**config.mk**
```make
export PLATFORM = sky130hd
export DESIGN_NAME = change_dispenser_flat
export DESIGN_NICKNAME = d
export VERILOG_FILES = /design/src/rtl/candy_pkg.sv /design/src/rtl/change_dispenser_if.sv /design/src/rtl/coin_inventory.sv /design/src/rtl/change_dispenser.sv /design/src/flat_wrapper.sv
export SDC_FILE = /design/constraint.sdc
export NUM_CORES = 1
export LEC_CHECK = 0
export BUFFER_PORTS_ARGS = -buffer_cell sky130_fd_sc_hd__clkbuf_2
export CELL_PAD_IN_SITES_DETAIL_PLACEMENT = 1
export CELL_PAD_IN_SITES_GLOBAL_PLACEMENT = 1
export CORE_MARGIN = 2
export CORE_UTILIZATION = 25
export CTS_BUF_LIST = sky130_fd_sc_hd__clkbuf_8 sky130_fd_sc_hd__clkbuf_16
export DETAILED_ROUTE_END_ITERATION = 7
export HOLD_SLACK_MARGIN = 0.05
export MAX_ROUTING_LAYER = met4
export PLACE_DENSITY = 0.57
export SYNTH_ARGS = -nofsm -noshare
export SYNTH_HDL_FRONTEND = slang
export SYNTH_SLANG_ARGS = --single-unit
export TNS_END_PERCENT = 20
```
**constraint.sdc**
```tcl
create_clock -name clk -period 6.58 [get_ports clk]
set_clock_uncertainty 0.05 [all_clocks]
set_input_delay 1.316 -clock clk [delete_from_list [all_inputs] [get_ports clk]]
set_output_delay 1.316 -clock clk [all_outputs]
set_load 0.01 [all_outputs]
```
**src/rtl/candy_pkg.sv**
```systemverilog
// Shared types and constants for the candy vending datapath.
// Holds the change dispenser state encoding, coin values and refill selector.
package candy_pkg;

    typedef enum logic [2:0] {
        S_IDLE   = 3'd0,
        S_SELECT = 3'd1,
        S_EJECT  = 3'd2,
        S_WAIT   = 3'd3,
        S_DONE   = 3'd4
    } disp_state_t;

    localparam int unsigned NICKEL  = 5;
    localparam int unsigned DIME    = 10;
    localparam int unsigned QUARTER = 25;
    localparam int unsigned COIN_W  = 5;

    // Doubles as the refill_sel encoding and the chosen-coin tag.
    typedef enum logic [1:0] {
        SEL_NICKEL  = 2'd0,
        SEL_DIME    = 2'd1,
        SEL_QUARTER = 2'd2,
        SEL_NONE    = 2'd3
    } coin_sel_t;

    function automatic logic [COIN_W-1:0] coin_value(input coin_sel_t sel);
        logic [COIN_W-1:0] v;
        case (sel)
            SEL_QUARTER: v = COIN_W'(QUARTER);
            SEL_DIME:    v = COIN_W'(DIME);
            SEL_NICKEL:  v = COIN_W'(NICKEL);
            default:     v = '0;
        endcase
        return v;
    endfunction

endpackage

```
**src/rtl/change_dispenser_if.sv**
```systemverilog
// Request/refill inputs and eject/status outputs of the change dispenser.
interface change_dispenser_if #(
    parameter int unsigned WIDTH = 32,
    parameter int unsigned INV_W = 8
);
    logic             req;
    logic [WIDTH-1:0] amount;
    logic             refill;
    logic [1:0]       refill_sel;
    logic [INV_W-1:0] refill_cnt;
    logic             eject_25;
    logic             eject_10;
    logic             eject_5;
    logic             busy;
    logic             done;
    logic             short;
    logic [WIDTH-1:0] remaining;
    logic [INV_W-1:0] inv_25;
    logic [INV_W-1:0] inv_10;
    logic [INV_W-1:0] inv_5;

    modport master (
        output req, amount, refill, refill_sel, refill_cnt,
        input  eject_25, eject_10, eject_5, busy, done, short, remaining,
               inv_25, inv_10, inv_5
    );

    modport slave (
        input  req, amount, refill, refill_sel, refill_cnt,
        output eject_25, eject_10, eject_5, busy, done, short, remaining,
               inv_25, inv_10, inv_5
    );
endinterface

```
**src/rtl/coin_inventory.sv**
```systemverilog
// Per-denomination coin counters: saturating refill add, single-coin decrement.
module coin_inventory
    import candy_pkg::*;
#(
    parameter int unsigned INV_W = 8
) (
    input  logic             clk,
    input  logic             rst,
    input  logic             i_refill,
    input  coin_sel_t        i_refill_sel,
    input  logic [INV_W-1:0] i_refill_cnt,
    input  logic             i_dec,
    input  coin_sel_t        i_dec_sel,
    output logic [INV_W-1:0] o_inv_25,
    output logic [INV_W-1:0] o_inv_10,
    output logic [INV_W-1:0] o_inv_5,
    output logic             o_nz_25_c,
    output logic             o_nz_10_c,
    output logic             o_nz_5_c
);

    logic [INV_W-1:0] r_inv_25;
    logic [INV_W-1:0] r_inv_10;
    logic [INV_W-1:0] r_inv_5;

    function automatic logic [INV_W-1:0] sat_add(input logic [INV_W-1:0] a,
                                                 input logic [INV_W-1:0] b);
        logic [INV_W:0] s;
        s = {1'b0, a} + {1'b0, b};
        return s[INV_W] ? '1 : s[INV_W-1:0];
    endfunction

    // Refill and decrement never coincide: refill is IDLE-only, decrement EJECT-only.
    always_ff @(posedge clk) begin
        if (rst) begin
            r_inv_25 <= '0;
            r_inv_10 <= '0;
            r_inv_5  <= '0;
        end else if (i_refill) begin
            case (i_refill_sel)
                SEL_QUARTER: r_inv_25 <= sat_add(r_inv_25, i_refill_cnt);
                SEL_DIME:    r_inv_10 <= sat_add(r_inv_10, i_refill_cnt);
                SEL_NICKEL:  r_inv_5  <= sat_add(r_inv_5, i_refill_cnt);
                default:     ;
            endcase
        end else if (i_dec) begin
            case (i_dec_sel)
                SEL_QUARTER: r_inv_25 <= r_inv_25 - INV_W'(1);
                SEL_DIME:    r_inv_10 <= r_inv_10 - INV_W'(1);
                SEL_NICKEL:  r_inv_5  <= r_inv_5 - INV_W'(1);
                default:     ;
            endcase
        end
    end

    assign o_inv_25  = r_inv_25;
    assign o_inv_10  = r_inv_10;
    assign o_inv_5   = r_inv_5;
    assign o_nz_25_c = |r_inv_25;
    assign o_nz_10_c = |r_inv_10;
    assign o_nz_5_c  = |r_inv_5;

endmodule

```
**src/rtl/change_dispenser.sv**
```systemverilog
// Pays out a change amount as greedy quarter/dime/nickel eject pulses,
// spaced by GAP idle cycles, and reports any amount it could not pay.
module change_dispenser
    import candy_pkg::*;
#(
    parameter int unsigned WIDTH = 32,
    parameter int unsigned INV_W = 8,
    parameter int unsigned GAP   = 4
) (
    input logic               clk,
    input logic               rst,
    change_dispenser_if.slave bus
);

    localparam int unsigned GAP_W = (GAP > 1) ? $clog2(GAP) : 1;

    disp_state_t      r_state;
    disp_state_t      w_next_state;
    coin_sel_t        r_coin;
    coin_sel_t        w_pick;
    logic             w_accept;
    logic [GAP_W-1:0] r_gap_cnt;
    logic [WIDTH-1:0] r_remaining;
    logic             r_busy;
    logic             r_done;
    logic             r_short;
    logic             r_eject_25;
    logic             r_eject_10;
    logic             r_eject_5;
    logic             w_refill;
    logic             w_dec;
    logic             w_nz_25;
    logic             w_nz_10;
    logic             w_nz_5;
    logic [INV_W-1:0] w_inv_25;
    logic [INV_W-1:0] w_inv_10;
    logic [INV_W-1:0] w_inv_5;

    assign w_refill = bus.refill && (r_state == S_IDLE);
    assign w_dec    = (r_state == S_EJECT);

    coin_inventory #(.INV_W(INV_W)) u_inv (
        .clk          (clk),
        .rst          (rst),
        .i_refill     (w_refill),
        .i_refill_sel (coin_sel_t'(bus.refill_sel)),
        .i_refill_cnt (bus.refill_cnt),
        .i_dec        (w_dec),
        .i_dec_sel    (r_coin),
        .o_inv_25     (w_inv_25),
        .o_inv_10     (w_inv_10),
        .o_inv_5      (w_inv_5),
        .o_nz_25_c    (w_nz_25),
        .o_nz_10_c    (w_nz_10),
        .o_nz_5_c     (w_nz_5)
    );

    always_ff @(posedge clk) begin
        if (rst) r_state <= S_IDLE;
        else     r_state <= w_next_state;
    end

    // Next state and greedy coin choice.
    always_comb begin
        w_next_state = r_state;
        w_pick       = SEL_NONE;
        w_accept     = 1'b0;
        case (r_state)
            S_IDLE: begin
                if (bus.req) begin
                    w_accept     = 1'b1;
                    w_next_state = S_SELECT;
                end
            end
            S_SELECT: begin
                if (r_remaining >= WIDTH'(QUARTER) && w_nz_25)   w_pick = SEL_QUARTER;
                else if (r_remaining >= WIDTH'(DIME) && w_nz_10) w_pick = SEL_DIME;
                else if (r_remaining >= WIDTH'(NICKEL) && w_nz_5) w_pick = SEL_NICKEL;
                w_next_state = (w_pick == SEL_NONE) ? S_DONE : S_EJECT;
            end
            S_EJECT: w_next_state = S_WAIT;
            S_WAIT: begin
                if (r_gap_cnt == GAP_W'(GAP - 1)) w_next_state = S_SELECT;
            end
            S_DONE:  w_next_state = S_IDLE;
            default: w_next_state = S_IDLE;
        endcase
    end

    // Datapath and registered outputs, all derived from the upcoming state.
    always_ff @(posedge clk) begin
        if (rst) begin
            r_coin      <= SEL_NONE;
            r_gap_cnt   <= '0;
            r_remaining <= '0;
            r_busy      <= 1'b0;
            r_done      <= 1'b0;
            r_short     <= 1'b0;
            r_eject_25  <= 1'b0;
            r_eject_10  <= 1'b0;
            r_eject_5   <= 1'b0;
        end else begin
            r_busy     <= (w_next_state != S_IDLE);
            r_done     <= (w_next_state == S_DONE);
            r_eject_25 <= (w_pick == SEL_QUARTER);
            r_eject_10 <= (w_pick == SEL_DIME);
            r_eject_5  <= (w_pick == SEL_NICKEL);
            r_gap_cnt  <= (r_state == S_WAIT) ? r_gap_cnt + GAP_W'(1) : '0;
            if (w_pick != SEL_NONE) r_coin <= w_pick;
            if (w_accept) begin
                r_remaining <= bus.amount;
                r_short     <= 1'b0;
            end else if (r_state == S_EJECT) begin
                r_remaining <= r_remaining - WIDTH'(coin_value(r_coin));
            end
            if (r_state == S_SELECT && w_next_state == S_DONE)
                r_short <= (r_remaining != '0);
        end
    end

    assign bus.eject_25  = r_eject_25;
    assign bus.eject_10  = r_eject_10;
    assign bus.eject_5   = r_eject_5;
    assign bus.busy      = r_busy;
    assign bus.done      = r_done;
    assign bus.short     = r_short;
    assign bus.remaining = r_remaining;
    assign bus.inv_25    = w_inv_25;
    assign bus.inv_10    = w_inv_10;
    assign bus.inv_5     = w_inv_5;

endmodule
```
**src/flat_wrapper.sv**
```systemverilog
// flat-port wrapper written by rule: the top's interface ports become plain ports
module change_dispenser_flat import candy_pkg::*;
#(
    parameter int unsigned WIDTH = 32,
    parameter int unsigned INV_W = 8,
    parameter int unsigned GAP   = 4
)
  (clk, rst, bus_req, bus_amount, bus_refill, bus_refill_sel, bus_refill_cnt, bus_eject_25, bus_eject_10, bus_eject_5, bus_busy, bus_done, bus_short, bus_remaining, bus_inv_25, bus_inv_10, bus_inv_5);
  change_dispenser_if #(.WIDTH(WIDTH), .INV_W(INV_W)) bus_i ();
  input logic clk;
  input logic rst;
  input wire logic [$bits(bus_i.req)-1:0] bus_req;
  input wire logic [$bits(bus_i.amount)-1:0] bus_amount;
  input wire logic [$bits(bus_i.refill)-1:0] bus_refill;
  input wire logic [$bits(bus_i.refill_sel)-1:0] bus_refill_sel;
  input wire logic [$bits(bus_i.refill_cnt)-1:0] bus_refill_cnt;
  output wire logic [$bits(bus_i.eject_25)-1:0] bus_eject_25;
  output wire logic [$bits(bus_i.eject_10)-1:0] bus_eject_10;
  output wire logic [$bits(bus_i.eject_5)-1:0] bus_eject_5;
  output wire logic [$bits(bus_i.busy)-1:0] bus_busy;
  output wire logic [$bits(bus_i.done)-1:0] bus_done;
  output wire logic [$bits(bus_i.short)-1:0] bus_short;
  output wire logic [$bits(bus_i.remaining)-1:0] bus_remaining;
  output wire logic [$bits(bus_i.inv_25)-1:0] bus_inv_25;
  output wire logic [$bits(bus_i.inv_10)-1:0] bus_inv_10;
  output wire logic [$bits(bus_i.inv_5)-1:0] bus_inv_5;
  assign bus_i.req = bus_req;
  assign bus_i.amount = bus_amount;
  assign bus_i.refill = bus_refill;
  assign bus_i.refill_sel = bus_refill_sel;
  assign bus_i.refill_cnt = bus_refill_cnt;
  assign bus_eject_25 = bus_i.eject_25;
  assign bus_eject_10 = bus_i.eject_10;
  assign bus_eject_5 = bus_i.eject_5;
  assign bus_busy = bus_i.busy;
  assign bus_done = bus_i.done;
  assign bus_short = bus_i.short;
  assign bus_remaining = bus_i.remaining;
  assign bus_inv_25 = bus_i.inv_25;
  assign bus_inv_10 = bus_i.inv_10;
  assign bus_inv_5 = bus_i.inv_5;
  change_dispenser #(.WIDTH(WIDTH), .INV_W(INV_W), .GAP(GAP)) u_core (.clk(clk), .rst(rst), .bus(bus_i));
endmodule
```
# Word-level counts from Yosys, hierarchy flattened

Cells that the tools add are included.
W data, S select, Z words.

Bits of input ports: 46
Output and inout port bits: 62
Flip-flop bits (word level): 69
Word-level logic and storage cells: 99

Equality and inequality tests: 16
Add/subtract/negate cells: 8
Reductions and logical operators: 24
Muxes and demuxes: 34
Order comparisons: 3
Bitwise gates (word level): 1

Operators by type and width:

| cell                  | count |
|---|---|
| $mux W8               | 15 |
| $mux W32              | 2 |
| $ge A32 B3 Y1 const B | 1 |
| $ge A32 B4 Y1 const B | 1 |
| $ge A32 B5 Y1 const B | 1 |
| $reduce_bool A32 Y1   | 1 |
| $sub A32 B5 Y32       | 1 |
| $add A8 B8 Y9         | 3 |
| $reduce_or A8 Y1      | 3 |
| $sub A8 B1 Y8 const B | 3 |
| $mux W5               | 3 |
| $pmux W5 S3           | 1 |
| $pmux W3 S4           | 1 |
| $reduce_bool A2 Y1    | 6 |
| $eq A2 B2 Y1 const B  | 5 |
| $mux W2               | 5 |
| $mux W3               | 3 |
| $reduce_and A3 Y1     | 3 |
| $eq A2 B1 Y1 const B  | 3 |
| $eq A3 B2 Y1 const B  | 2 |
| $logic_not A2 Y1      | 3 |
| $ne A2 B1 Y1 const B  | 3 |
| $logic_and A1 B1 Y1   | 5 |
| $mux W1               | 4 |
| 8 further kinds       | 8 |

# Longest topological paths before layout

Gate-level depths: netlist of the first run.

Depth in word-level cells: 12
Mapped depth: 11

# By module

A second synthesis of the first run with hierarchy kept.

Cells, all modules: 617
Area total of the unflattened synthesis: 5031.1 µm²

Modules (own cells, without submodules):

| module           | times used | area each (µm²) | cells each |
|---|---|---|---|
| coin_inventory   | 1          | 2518.7          | 321 |
| change_dispenser | 1          | 2512.4          | 296 |

# Worst setup path after synthesis of the first run

OpenSTA, ideal clock, no wires.

Path kind: input-to-reg
Start point: in bus_refill_cnt[0]
End point: reg u_core.u_inv.r_inv_25[1] (netlist: u_core.u_inv.o_inv_25[1])
Required time: 6.382 ns
Library setup time: 0.148 ns
Setup slack: 3.456 ns
Cell stages on the path: 9
Path buffers: 0
Arrival: 2.927 ns
Path through: ha_1 > inv_1 > fa_1 > nor2b_1 > o31ai_1 > a21oi_1 > o21ai_0 > nor3b_1 > a221oi_1

Longest elaborated chain between the ends: 4

RTL lines:

| what                 | line                 | source |
|---|---|---|
| from (decl)          | flat_wrapper.sv:16   | `input wire logic [$bits(bus_i.refill_cnt)-1:0] bus_refill_cnt;` |
| $add A8 B8 Y9        | coin_inventory.sv:29 | `s = {1'b0, a} + {1'b0, b};` |
| $mux W8              | coin_inventory.sv:30 | `return s[INV_W] ? '1 : s[INV_W-1:0];` |
| $mux W8              | coin_inventory.sv:40 | `case (i_refill_sel)` |
| $mux W8              | coin_inventory.sv:39 | `end else if (i_refill) begin` |
| to (signal assigned) | coin_inventory.sv:41 | `SEL_QUARTER: r_inv_25 <= sat_add(r_inv_25, i_refill_cnt);` |
| to (signal assigned) | coin_inventory.sv:48 | `SEL_QUARTER: r_inv_25 <= r_inv_25 - INV_W'(1);` |
| to (decl)            | coin_inventory.sv:22 | `logic [INV_W-1:0] r_inv_25;` |

No other way between the ends. The select of a mux whose other input is x is not followed.
A chain may end at the register's enable or synchronous reset.

# Worst setup path in the final report of the first run

Same ends and word-level chain as after synthesis.

==> results.md, run 1 <==
- Final setup violation count: 0
- Number of distinct library cells after synthesis: 59
- Classification of the worst setup path: in -> reg
- TritonCTS clock tree: built
- Library cell contributing the largest single delay on the critical path: nor3b_1
- Clock latency on the worst-skew pair: 0.34 ns
- Met2 usage in global routing: 30.0%
- Placed cells: 978
- Type of the most critical hold path: reg -> reg
- Post-cts repair resize count: 0
- First-pass GRT wire length: 29.0 mm
- Mean Syn Cell Area: 7.80 um2
- Max-cap viol count: 0
- YS warnings: 0
- Synth top area share: 28.2%
- Share of synthesized flip-flops with an asynchronous set or reset: 0%
- EDFF count, synth: 0
- Startpoint of the tightest hold check path: u_core.r_gap_cnt[0]
- Required time reported for the critical path endpoint: 6.71 ns
- Met3 Track Usage GR: 2.80%
- Cell types with the largest area share after synthesis: dfxtp_1, ha_1, nor2_1, a21oi_1, o21ai_0
- Layout overhead on the synthesized area: 22.3%
- Count of antenna-violating nets left after detailed routing: 0
- Mean number of vias per cell: 5.17
- Die span in x: 144 um
- # port buffers: 107
- Largest area contributor in the netlist: dfxtp_1
- Post-Layout Cell Count: 994
- Category of the worst setup path capture point: flop
- Most numerous cell types in the synthesized netlist: nor2_1, dfxtp_1, a21oi_1
- Share of final-layout standard cells stronger than drive strength 1: 19.2%
- Effective utilization at floorplan: 25.3%
- Post-detailed-route DRC marker count: 0
- Number of post-CTS setup repair buffers: 0
- R2R depth: 10
- Cell at the root of the clock tree: clkbuf_16
- Met1 Use GR: 23.3%
- Final Hold Viols: 0
- Half-perimeter wire length after placement: 14.0 mm
- Result of the run: completed
- Grt total ovfl: 0
- Hold Path Stages: 1
- Cell chain of the critical path: clkbuf_2 > ha_1 > inv_1 > fa_1 > nor2b_1 > o31ai_1 > a21oi_1 > o21ai_0 > nor3b_1 > a221oi_1
- Worst path bufs/invs: 2
- CP Launch Type: primary input
- Top-count cell post-synth: nor2_1
- Fin crit period: 3.31 ns
- Antenna fix cells: 0
- Global routing usage summed across all routing layers: 18.4%
- DRT Pass-1 Iters: 4
- Mapped Cells: 627
- Die Y-Extent: 144 um
- Maximum number of pins on one net before global-route repair: 51
- R2R Path End: u_core.bus.remaining[28]
- RePlAce Congestion: 0.861
- Antenna violations before repair: 0
- Number of buffers inserted by hold repair at cts: 0
- Max Fanout on Critical Path: 6
- Worst setup slack for register-to-register paths: 3.48 ns
- Largest voltage drop on the vdd net: 0.143 mV
- Power density over the cells: 379 mW/mm2
- Headroom to the max-slew limit: 29.4%
- Deepest clock path buffer count: 2
- GRT Max-Usage Layer: met2
- Vias in the first global route: 5422
- Crit path arrival time: 3.43 ns
- I/O pin total: 108
- Final wirelength: 18.0 mm
- Nets in the synthesized netlist: 716
- Vias: 5139
- Num Clock Sinks: 69
- Hold worst-path end: u_core.r_gap_cnt[0]
- Setup tns final: 0 ns
- Number of levels in the clock H-tree: 3
- Number of storage elements in the synthesis netlist: 69
- Fraction of the yosys area taken by sequential cells: 28.2%
- Number of rows created at floorplan: 51
- Area enclosed by the die boundary: 0.0207 mm2
- Family with the most delay on the worst path: compound AO/OA/AOI/OAI gates
- Maximum achievable frequency: 0.303 GHz
- Fin nets: 813
- Portion of the clock cycle consumed by the worst path in the final layout: 50.2%
- Core Util, Final: 31.0%
- Number of pins exceeding their max-slew limit in the final report: 0
- CTS clk-pin slew, worst paths: 0.06 ns
- Slew at the pin with the worst max-slew slack: 1.06 ns
- Placeable core area: 0.0193 mm2
- Max incr delay on CP: 0.59 ns
- Most common flop cell mapped by yosys: dfxtp_1
- RSZ-0062 raised after global routing: false
- Detailed-route wire length per cell: 18.1 um
- Post-Syn Area: 0.00489 mm2
- 1st-iter DRT viols: 283
- Static leakage: 0.00247 uW
- Startpoint of the most critical register-to-register path: u_core.r_coin[0]
- Clock buffers created by TritonCTS: 9
==> area by class of cell <==
type	instances	area, um2
fill	2365	13300
clock inverter	5	27.5
clock buffer	11	253
sequential	69	1380
timing repair buffer	111	566
tap	265	332
inverter	24	90.1
multi-input combinational	509	3340
==> cells by family after synthesis <==
logic type | Yosys count | synth area share (%)
and+or+nand+nor | 253 | 26.4
AOI/OAI and AO/OA | 181 | 24.1
DFF | 69 | 28.2
buffers and inverters | 49 | 3.84
adders and majority gates | 43 | 11.6
xor gates and xnor gates | 29 | 5.19
muxes | 3 | 0.639
==> per-stage QoR <==
| step | hold WS [ns] | area [um2] | total power (uW) | setup slack (ns) |
|---|---|---|---|---|
| after floorplan | 0.348 | 4890 | 1410 | 3.46 |
| after global placement | 0.358 | 5710 | 1780 | 3.05 |
| after detailed placement | 0.375 | 5710 | 1810 | 2.96 |
| after CTS | 0.383 | 5990 | 2290 | 3.33 |
| after global routing | 0.414 | 5990 | 2460 | 2.94 |
| final | 0.378 | 5990 | 2270 | 3.27 |
==> worst max-delay path by stage <==
| stage | from | to | slack (ns) | depth (start not counted) |
|---|---|---|---|---|
| finish | bus_refill_cnt[0] | u_core.u_inv.o_inv_25[1] | 3.27 | 10 |
| global route | bus_refill_cnt[0] | u_core.u_inv.o_inv_25[1] | 2.94 | 10 |
| CTS | bus_refill_cnt[0] | u_core.u_inv.o_inv_25[1] | 3.33 | 10 |
| detailed placement | bus_refill_cnt[0] | u_core.u_inv.o_inv_25[1] | 2.96 | 10 |
| global placement | bus_refill_cnt[0] | u_core.u_inv.o_inv_25[1] | 3.05 | 10 |
| floorplan | bus_refill_cnt[0] | u_core.u_inv.o_inv_25[1] | 3.46 | 9 |
==> layout by cell type, fill, tap and decap left out, types with 10 or more instances in the layout <==
cell        n
a21oi_1    48
nand2_1    31
nor2_1     96
o21ai_0    39
nor3_1     25
nand3_1    15
clkbuf_2  107
inv_1      26
a211oi_1   23
a31oi_1    12
nor4_1     11
xor2_1     21
o21a_1     10
dfxtp_1    69
or3_1      11
ha_1       39
==> registers in the layout, summed over array words and instances (netlist names) <==
name	cells
u_core.bus.busy	1
u_core.bus.done	1
u_core.bus.eject_10	1
u_core.bus.eject_25	1
u_core.bus.eject_5	1
u_core.bus.remaining	32
u_core.bus.short	1
u_core.r_coin	2
u_core.r_gap_cnt	2
u_core.r_state	3
u_core.u_inv.o_inv_10	8
u_core.u_inv.o_inv_25	8
u_core.u_inv.o_inv_5	8
==> power breakdown <==
group | leakage [uW] | internal [uW] | switching, uW
logic | 0.00176 | 418 | 708
clock network | 0.000140 | 272 | 194
registers | 0.000566 | 517 | 161
total | 0.00247 | 1210 | 1060
==> worst reg2reg max path: stages, from the launching register on <==
cell      delay, ns
dfxtp_1        0.36
inv_1          0.10
ha_1           0.29
inv_1          0.04
ha_1           0.31
o21ai_0        0.34
a21oi_1        0.22
nor4_2         0.70
nand3_1        0.20
xor2_1         0.19
a211oi_1       0.22
==> metal layers <==
layer	part of all wire, %	wire [um]	vias up
met5	0	0	-
met4	1.8	321	0
met3	3.4	604	21
met2	49	8730	77
met1	46	8340	2522
li1	-	-	2519
(Power assumes the default switching activity.)
==> run 2: changes to the inputs <==
--- a/config.mk
+++ b/config.mk
@@ -14,7 +14,7 @@
 export DETAILED_ROUTE_END_ITERATION = 7
 export HOLD_SLACK_MARGIN = 0.05
 export MAX_ROUTING_LAYER = met4
-export PLACE_DENSITY = 0.57
+export PLACE_DENSITY = 0.59
 export SYNTH_ARGS = -nofsm -noshare
 export SYNTH_HDL_FRONTEND = slang
 export SYNTH_SLANG_ARGS = --single-unit
==> constraint.sdc (replaced) <==
create_clock -name clk -period 2.9 [get_ports clk]
set_clock_uncertainty 0.05 [all_clocks]
set_input_delay 0.58 -clock clk [delete_from_list [all_inputs] [get_ports clk]]
set_output_delay 0.58 -clock clk [all_outputs]
set_load 0.01 [all_outputs]
==> run 2 against run 1 <==
  * Sequential share of layout area fell by 0.70 points
  * Hold slack gained 0.0072 ns
  * Critical path depth decreased by 1
  * Design area up 3.1%
  * Power up 140%
  * Routed wire length grew 1.1%
  * First-iteration DRC count decreased by 12%
  * Critical endpoint is now u_core.bus.remaining[10]
==> results.md, run 2 (same netlist as run 1, synthesis figures left out) <==
- TritonCTS clock tree: built
- First-pass GRT wire length: 28.4 mm
- Deepest clock path buffer count: 2
- Die Y-Extent: 144 um
- Layout overhead on the synthesized area: 26.1%
- Vias in the first global route: 5257
- Most frequent cells in the layout: clkbuf_2, nor2_1, dfxtp_1
- Portion of the clock cycle consumed by the worst path in the final layout: 94.8%
- Instance area after placement: 0.00588 mm2
- Number of levels in the clock H-tree: 3
- Clock latency on the worst-skew pair: 0.35 ns
- Fin nets: 836
- Max Fanout on Critical Path: 7
- Cell at the root of the clock tree: clkbuf_16
- Headroom to the max-slew limit: 62.8%
- Classification of the worst setup path: reg -> reg
- Max-cap viol count: 0
- Half-perimeter wire length after placement: 14.4 mm
- Category of the worst setup path capture point: flop
- Number of buffers inserted by hold repair at cts: 0
- Number of post-CTS setup repair buffers: 0
- Most common cell after layout, fill and taps aside: clkbuf_2
- 1st-iter DRT viols: 248
- Result of the run: completed
- Largest voltage drop on the vdd net: 0.358 mV
- Final wirelength: 18.2 mm
- Max incr delay on CP: 0.47 ns
- RePlAce Congestion: 0.913
- Antenna fix cells: 0
- DRT Pass-1 Iters: 5
- Final setup violation count: 0
- Worst path bufs/invs: 2
- Required time reported for the critical path endpoint: 3.10 ns
- Setup tns final: 0 ns
- Area enclosed by the die boundary: 0.0207 mm2
- Slew at the pin with the worst max-slew slack: 0.558 ns
- Library cell contributing the largest single delay on the critical path: or3_1
- Antenna violations before repair: 0
- Placeable core area: 0.0193 mm2
- Final Hold Viols: 0
- Largest register FFs: 32
- Global routing usage summed across all routing layers: 18.3%
- Mean number of vias per cell: 5.18
- CP Launch Type: flop
- Clock buffers created by TritonCTS: 9
- Maximum number of pins on one net before global-route repair: 25
- Effective utilization at floorplan: 25.3%
- Maximum achievable frequency: 0.364 GHz
- Fin crit period: 2.75 ns
- RSZ-0062 raised after global routing: false
- Static leakage: 0.00259 uW
- # port buffers: 107
- Post-detailed-route DRC marker count: 0
- Die span in x: 144 um
- Crit path arrival time: 2.95 ns
- Post-cts repair resize count: 0
- Power density over the cells: 876 mW/mm2
- Number of pins exceeding their max-slew limit in the final report: 0
- CTS clk-pin slew, worst paths: 0.06 ns
- Post-route standard cell area excluding fillers: 0.00617 mm2
- Type of the most critical hold path: reg -> reg
- Count of antenna-violating nets left after detailed routing: 0
- Num Clock Sinks: 69
- Cell chain of the critical path: inv_1 > ha_1 > inv_1 > ha_1 > o21ai_1 > a21oi_1 > or3_1 > or4_1 > a311oi_1
- Vias: 5270
- Share of final-layout standard cells stronger than drive strength 1: 21.7%
- Fill cells: 2335
- Grt total ovfl: 0
- Family with the most delay on the worst path: simple AND/OR/NAND/NOR gates
- Number of rows created at floorplan: 51
- Detailed-route wire length per cell: 17.9 um
- I/O pin total: 108
-- run 2: report_power, final --
group | switching [uW] | leakage, uW | internal [uW]
registers | 352 | 0.000566 | 1170
logic | 1660 | 0.00188 | 1110
clock network | 430 | 0.000151 | 680
total | 2440 | 0.00259 | 2970
-- run 2: per-layer routing --
| metal | track usage (%) | up-vias | share of wire [%] |
|---|---|---|---|
| li1 | - | 2570 | - |
| met1 | 23.1 | 2589 | 46 |
| met2 | 30.1 | 89 | 49 |
| met3 | 3.20 | 22 | 3.6 |
| met4 | 4.80 | 0 | 1.5 |
| met5 | - | - | 0 |
-- run 2: final timing paths --
path         cells after the start  slack (ns)           startpoint                  endpoint
min                              1        0.38  u_core.r_gap_cnt[0]       u_core.r_gap_cnt[0]
min reg2reg                      1        0.38  u_core.r_gap_cnt[0]       u_core.r_gap_cnt[0]
max reg2reg                      9        0.15     u_core.r_coin[0]  u_core.bus.remaining[10]
max                              9        0.15     u_core.r_coin[0]  u_core.bus.remaining[10]
-- run 2: through the flow --
step                      setup slack (ns)  instances  total power [uW]  hold WS (ns)  util, %
final                                0.150       1017              5410         0.385     31.9
after global routing                0.0368       1017              5850         0.399     31.9
after CTS                           0.0424       1017              5450         0.384     31.9
after detailed placement            0.0433       1001              4290         0.376     30.4
after global placement               0.205       1001              4220         0.358     30.4
after floorplan                      0.264        627              3210         0.348        -
-- run 2: final cells by class --
class                      count  area [um2]  share of cell area [%]
multi-input combinational    509        3340                    54.1
sequential                    69        1380                    22.4
inverter                      24        90.1                    1.46
clock inverter                 6        55.1                   0.892
timing repair buffer         134         738                    12.0
clock buffer                  10         239                    3.87
tap                          265         332                    5.37
